## src/rtl/reg_file16.sv

```systemverilog
// Sixteen-entry register file with one-hot write strobes, two registered read ports and write bypass.
// Latency: writes visible in the array on the next edge, read data 1 cycle after rd_en sampling.
// No backpressure: every edge accepts a write; multi-hot strobes are dropped and flagged.
module reg_file16 #(
    parameter int WIDTH = 16
) (
    input  logic             clk,
    input  logic             rst,
    input  logic [15:0]      wsel,
    input  logic [WIDTH-1:0] wdata,
    input  logic [3:0]       ra_addr,
    input  logic [3:0]       rb_addr,
    input  logic             rd_en,
    output logic [WIDTH-1:0] ra_data,
    output logic [WIDTH-1:0] rb_data,
    output logic             wsel_err,
    output logic             wr_done
);

    logic [WIDTH-1:0] regs [1:15];
    logic [WIDTH-1:0] rd_view [16];
    logic             multi_hot;
    logic             one_hot;
    logic             wr_commit;
    logic [3:0]       wr_idx;

    // Clearing the lowest set bit leaves something only when two or more strobes are high.
    assign multi_hot = |(wsel & (wsel - 16'd1));
    assign one_hot   = (|wsel) && !multi_hot;
    assign wr_commit = one_hot && !wsel[0];

    always_comb begin
        wr_idx = '0;
        for (int i = 0; i < 16; i++) begin
            if (wsel[i]) wr_idx = 4'(i);
        end
    end

    // Read view of every index as seen on this edge: R0 is zero, a committing write bypasses.
    always_comb begin
        rd_view[0] = '0;
        for (int i = 1; i < 16; i++) begin
            rd_view[i] = (wr_commit && (wr_idx == 4'(i))) ? wdata : regs[i];
        end
    end

    always_ff @(posedge clk or posedge rst) begin
        if (rst) begin
            for (int i = 1; i < 16; i++) regs[i] <= '0;
        end else begin
            for (int i = 1; i < 16; i++) begin
                if (wr_commit && (wr_idx == 4'(i))) regs[i] <= wdata;
            end
        end
    end

    always_ff @(posedge clk or posedge rst) begin
        if (rst) begin
            ra_data  <= '0;
            rb_data  <= '0;
            wsel_err <= 1'b0;
            wr_done  <= 1'b0;
        end else begin
            if (rd_en) begin
                ra_data <= rd_view[ra_addr];
                rb_data <= rd_view[rb_addr];
            end
            if (multi_hot) wsel_err <= 1'b1;
            wr_done <= wr_commit;
        end
    end

endmodule
```

## config.mk

```make
export PLATFORM = sky130hd
export DESIGN_NAME = reg_file16
export DESIGN_NICKNAME = d
export VERILOG_FILES = /design/src/rtl/reg_file16.sv
export SDC_FILE = /design/constraint.sdc
export NUM_CORES = 1
export LEC_CHECK = 0
export CORE_ASPECT_RATIO = 1.1
export CORE_MARGIN = 5
export CORE_UTILIZATION = 45
export DETAILED_ROUTE_END_ITERATION = 8
export HOLD_SLACK_MARGIN = 0.03
export SLEW_MARGIN = 20
export SYNTH_ARGS = -nofsm -noshare
export SYNTH_HDL_FRONTEND = slang
export SYNTH_SLANG_ARGS = --single-unit
```

## constraint.sdc

```tcl
create_clock -name clk -period 9.4 [get_ports clk]
set_input_delay 0.94 -clock clk [delete_from_list [all_inputs] [get_ports clk]]
set_output_delay 0.94 -clock clk [all_outputs]
set_load 0.005 [all_outputs]
```

# Word-level counts from Yosys, hierarchy flattened

Cells that the tools add are included.

Register bits: 274
Bits of input ports: 43
Logic and storage cells: 97

Add/sub/neg operators: 1
Order comparisons: 2
Equal/unequal tests: 15
Multiplexer cells: 36
Bitwise logic cells: 3
Reductions and logical operators: 21

Operators by type and width:

| kind                                                | count |
|---|---|
| two-way mux 16 bit                                  | 19 |
| binary-select mux 16 bit (select 4 bit)             | 2 |
| two-way mux 4 bit                                   | 14 |
| equality test 4 bit, second input constant          | 8 |
| OR reduction 16 bit                                 | 2 |
| logical AND 1 bit                                   | 17 |
| bitwise AND 16 bit                                  | 1 |
| equality test 4 x 3 -> 1 bit, second input constant | 4 |
| subtractor 16 x 1 -> 16 bit, second input constant  | 1 |
| >= comparator 5 bit, second input constant          | 2 |
| inverter 4 -> 5 bit                                 | 2 |
| equality test 4 x 2 -> 1 bit, second input constant | 2 |
| equality test 4 x 1 -> 1 bit, second input constant | 1 |
| zero test 1 bit                                     | 2 |
| two-way mux 1 bit                                   | 1 |

# Longest topological paths before layout

Depth after elaboration: 21
Depth in mapped cells: 14
Gate-level depth less buffers: 10

# Least setup slack after synthesis

Ideal clock, no wire load.

Path type: input to register
Start point: in wsel[4]
End point: reg rb_data[4]
Setup time: 0.122 ns
Arrival: 3.958 ns
Required time: 9.278 ns
Setup slack: 5.321 ns
Cell stages on the path: 12
Cells stage by stage: buf_2 or4_4 nor4_2 o2bb2ai_2 or3_4 buf_4 or3_1 buf_6 mux2i_2 nand2_1 a311o_1 a32o_1

Longest elaborated chain between the ends: 18

Ends and longest elaborated chain:

| element                                                  | line | RTL |
|---|---|---|
| start, declared                                          | 9    | `input logic [15:0] wsel,` |
| two-way mux 4 bit (12 in series)                         | 35   | `if (wsel[i]) wr_idx = 4'(i);` |
| equality test 4 bit (tied with other cells)              | 43   | `rd_view[i] = (wr_commit && (wr_idx == 4'(i))) ? wdata : regs[i];` |
| logical AND 1 bit                                        | 43   |  |
| two-way mux 16 bit, on equally long branches             | n/a  |  |
| binary-select mux 16 bit (select 4 bit) *                | 66   | `rb_data <= rd_view[rb_addr];` |
| two-way mux 16 bit (not written as such) * (2 in series) | 66   |  |
| end signal, assigned                                     | 66   |  |
| end, declared                                            | 15   | `output logic [WIDTH-1:0] rb_data,` |

Every way passes the cells marked *; elsewhere a longest branch is shown, timed or not. The select of a mux whose other input is x is not followed.
A chain may end at the register's enable or synchronous reset.

==> qor.log <==
qor: run_status.status complete, no violations
qor: worst_setup_path.cp-startpoint wsel[4]
qor: clock_tree.post-cts-setup-buffer-count 0
qor: floorplan.floorplan.die_area 40900 µm²
qor: hold_path.min-delay-start regs[142]
qor: layout.areaGrowthSynthToFinish 13.1%
qor: floorplan.start_util 0.457
qor: yosys.yosys.area_share.adder 0.00120
qor: yosys.yosys.area_share.simple 0.145
qor: yosys.leading_register_cell_type_out_of_synthesis sky130_fd_sc_hd__dfrtp_1
qor: pwr.irDropWorstVdd 0.0942 mV
qor: yosys.mappedNetlistArea 16600 µm²
qor: worst_setup_path.worst_setup_sp_type primary input
qor: yosys.yosys_warnings 0
qor: clock_tree.number_of_buffers_created_by_cts 34
qor: worst_setup_path.reg2reg_setup_slack 7.69 ns
qor: sta.achievable-frequency 0.186 GHz
qor: yosys.post_synth_xor_area_fraction 0
qor: detailed_routing.wl_final 65300 µm
qor: sta.fin_crit 5.38 ns
qor: detailed_routing.drt_first_iter_violations 1845
qor: yosys.synth_top_family_by_area compound AO/OA/AOI/OAI gates
qor: global_route.gr-total-overflow 0
qor: clock_tree.numClockSinks 274
qor: place.portBuffers 76
qor: place.place_congestion 0.998
qor: sta.final-max-slew-violation-count 0
qor: yosys.synth.ff_latch_count 274
qor: clock_tree.clock-root-buffer sky130_fd_sc_hd__clkbuf_16
qor: sta.setup-violations-final 0
qor: worst_setup_path.crit_fanout 22
qor: hold_path.hold_class flip-flop to flip-flop
qor: place.place_hpwl 43200 µm
qor: layout.commonest_non_fill_non_tap_cells_in_the_layout sky130_fd_sc_hd__dfrtp_1, sky130_fd_sc_hd__nand2_1, sky130_fd_sc_hd__mux2i_1
qor: worst_setup_path.cp_max_delay_cell sky130_fd_sc_hd__or4_1
qor: yosys.yosysSeqAreaShare 0.412
qor: floorplan.die_width 193 µm
qor: clock_tree.cts.path.max_buffers 3
qor: detailed_routing.drc_errors 0
qor: yosys.asyncSetResetFlopFracSynth 1.00
qor: detailed_routing.route.vias.total 15700
qor: worst_setup_path.critical-path-top-cell-by-count sky130_fd_sc_hd__mux2_2
qor: global_route.number_of_global_route_vias_before_repair 15300
qor: sta.totalNegativeSetupSlack 0 ns
qor: layout.finish.net_count 1872
qor: worst_setup_path.critical_path.n_buffers_inverters 2
qor: detailed_routing.wire_per_inst 27.9 µm
qor: worst_setup_path.required_time_of_the_critical_path 9.80 ns
qor: worst_setup_path.critPathArrivalTime 5.78 ns
qor: clock_tree.cts.reportedPaths.clkPinSlew 0.06 ns
qor: global_route.grt_antenna_before_repair 1
qor: layout.layout_commonest_cell sky130_fd_sc_hd__dfrtp_1
qor: yosys.area_fraction_in_compound_gates_after_synthesis 0.241
qor: worst_setup_path.path_delay_family simple AND/OR/NAND/NOR gates
qor: global_route.grt_use_total 0.309
qor: floorplan.placeableCoreArea 36400 µm²
qor: layout.share_of_cells_above_drive_strength_1 0.115
qor: floorplan.pin_count 77
qor: yosys.yosys.cell_types.count 82
qor: pwr.power_per_cell_area 151 nW/µm²
qor: yosys.postSynthNetCount 1878
qor: clock_tree.cts_tree built
qor: clock_tree.ctsResizeCount 0
qor: yosys.synth_largest_type_area_fraction 0.412
qor: global_route.first_pass_grt_wire_length 97900 µm
qor: sta.hold_violations 0
qor: yosys.synth.top_cells.by_area sky130_fd_sc_hd__dfrtp_1, sky130_fd_sc_hd__mux2i_1, sky130_fd_sc_hd__mux2_2
qor: flow_run.drv_cap 0
qor: sta.fin_crit_share 0.573
qor: yosys.synthCells 1835
qor: global_route.grt_max_degree 151
qor: sta.worst_rel_slew_slack 0.187
qor: detailed_routing.final_antenna_net_count 0
qor: clock_tree.cts.htree.levels 2
qor: floorplan.floorplan.rows 73
qor: detailed_routing.drt_pass1_iterations 6
qor: sta.rsz0062_at_grt false
qor: yosys.synthDominantAreaCellType sky130_fd_sc_hd__dfrtp_1
qor: worst_setup_path.setup.worst_path.end_class flip-flop
qor: yosys.synth_area_per_cell 9.06 µm²
qor: sta.final.setup_skew 0.0141 ns
qor: yosys.synth_enable_flop_cells 0
qor: layout.final_cells 2342
qor: sta.tightest_slew 1.21 ns
qor: worst_setup_path.cpPeakStageDelay 1.01 ns
qor: place.place_inst 2280
qor: yosys.synth.area.mux_share 0.134
qor: clock_tree.cts-hold-fix-buffers 0
qor: clock_tree.clock_insertion_delay_worst_skew 0.54 ns
qor: worst_setup_path.worst-setup-path-type primary input to flip-flop
qor: worst_setup_path.worstReg2RegStart regs[237]
qor: worst_setup_path.worstPathCellList clkdlybuf4s50_1, nor4_2, nand3_1, a21o_1, or4_1, or3_1, buf_4, mux2_2, mux2_2, o21ai_1, o311ai_1
qor: floorplan.die_y 212 µm
qor: pwr.power.static_leakage 0.00922 µW
qor: detailed_routing.vias_cell 6.70
## state kept, by name (all words and copies together), names as in the netlist
signal	cells
regs	240
ra_data	16
rb_data	16
wr_done	1
wsel_err	1
## report_power, final
group | internal [µW] | switching [µW]
logic | 119 | 241
clock network | 730 | 546
registers | 1200 | 16.4
total | 2040 | 803
## kinds of logic after synthesis
logic type,after synthesis
AOI/OAI and AO/OA,571
and+or+nand+nor,498
buffers and inverters,284
DFF,274
muxes,206
adders and majority gates,2
## final cells by class
cell class	count	area, µm²
multi-input combinational	1277	8710
timing repair buffer	121	1100
inverter	121	462
antenna	1	2.50
sequential	274	6860
fill	3444	17500
clock inverter	11	82.6
tap	487	609
clock buffer	50	981
## synth_stat cells, types with 7 or more instances
master and count:
sky130_fd_sc_hd__o311ai_1 9, sky130_fd_sc_hd__o31ai_1 18, sky130_fd_sc_hd__a21oi_1 95, sky130_fd_sc_hd__a311o_1 7
sky130_fd_sc_hd__a21o_1 10, sky130_fd_sc_hd__o21ai_0 127, sky130_fd_sc_hd__o32ai_1 7, sky130_fd_sc_hd__nor2_1 89
sky130_fd_sc_hd__nor3_1 63, sky130_fd_sc_hd__nand2b_1 8, sky130_fd_sc_hd__o221ai_1 21, sky130_fd_sc_hd__buf_1 12
sky130_fd_sc_hd__a22oi_1 7, sky130_fd_sc_hd__clkbuf_1 132, sky130_fd_sc_hd__o22ai_1 22, sky130_fd_sc_hd__a211oi_1 18
sky130_fd_sc_hd__o311ai_0 14, sky130_fd_sc_hd__mux2i_1 131, sky130_fd_sc_hd__o2111ai_1 16, sky130_fd_sc_hd__a2bb2oi_1 7
sky130_fd_sc_hd__o21ai_1 7, sky130_fd_sc_hd__and2_1 9, sky130_fd_sc_hd__buf_2 14, sky130_fd_sc_hd__dfrtp_1 274
sky130_fd_sc_hd__nor2b_1 7, sky130_fd_sc_hd__a41oi_1 7, sky130_fd_sc_hd__nand4_1 19, sky130_fd_sc_hd__mux2_2 65
sky130_fd_sc_hd__a31oi_1 22, sky130_fd_sc_hd__nor4_1 8, sky130_fd_sc_hd__nand2_1 193, sky130_fd_sc_hd__inv_1 115
sky130_fd_sc_hd__nand3_1 44, sky130_fd_sc_hd__o21a_1 10, sky130_fd_sc_hd__or3_1 18, sky130_fd_sc_hd__a221oi_1 12
sky130_fd_sc_hd__o211ai_1 42, sky130_fd_sc_hd__a211o_1 18
## routing by layer
metal / track usage / up-vias / part of all wire
li1: - / 6804 / -
met1: 0.413 / 7735 / 0.41
met2: 0.477 / 949 / 0.44
met3: 0.0708 / 212 / 0.10
met4: 0.149 / 2 / 0.053
met5: 0 / - / 0.00018
## through the flow
stage / power (µW) / hold WS, ns / utilization / cell area [µm²] / worst slack, ns
after floorplan: 1420 / 0.450 / - / 16600 / 0.908
after global placement: 1580 / 0.464 / 0.488 / 17700 / 3.74
after detailed placement: 1580 / 0.471 / 0.488 / 17700 / 3.59
after CTS: 2850 / 0.484 / 0.517 / 18800 / 4.14
after global routing: 2920 / 0.508 / 0.517 / 18800 / 3.82
final: 2850 / 0.486 / 0.517 / 18800 / 4.02
## worst min-delay path: cells and delay by family, from the launching register on
kind             cells  cell delay (ns)
and+or+nand+nor      2             0.10
DFF                  1             0.35
## path summary, 6_finish.rpt
kind                               end  depth (start not counted)
max in group asynchronous     regs[46]                          3
min in group asynchronous    regs[234]                          2
max                        rb_data[15]                         11
max reg2reg                ra_data[13]                          5
min                          regs[142]                          2
min reg2reg                  regs[142]                          2
(Power assumes the default switching activity.)
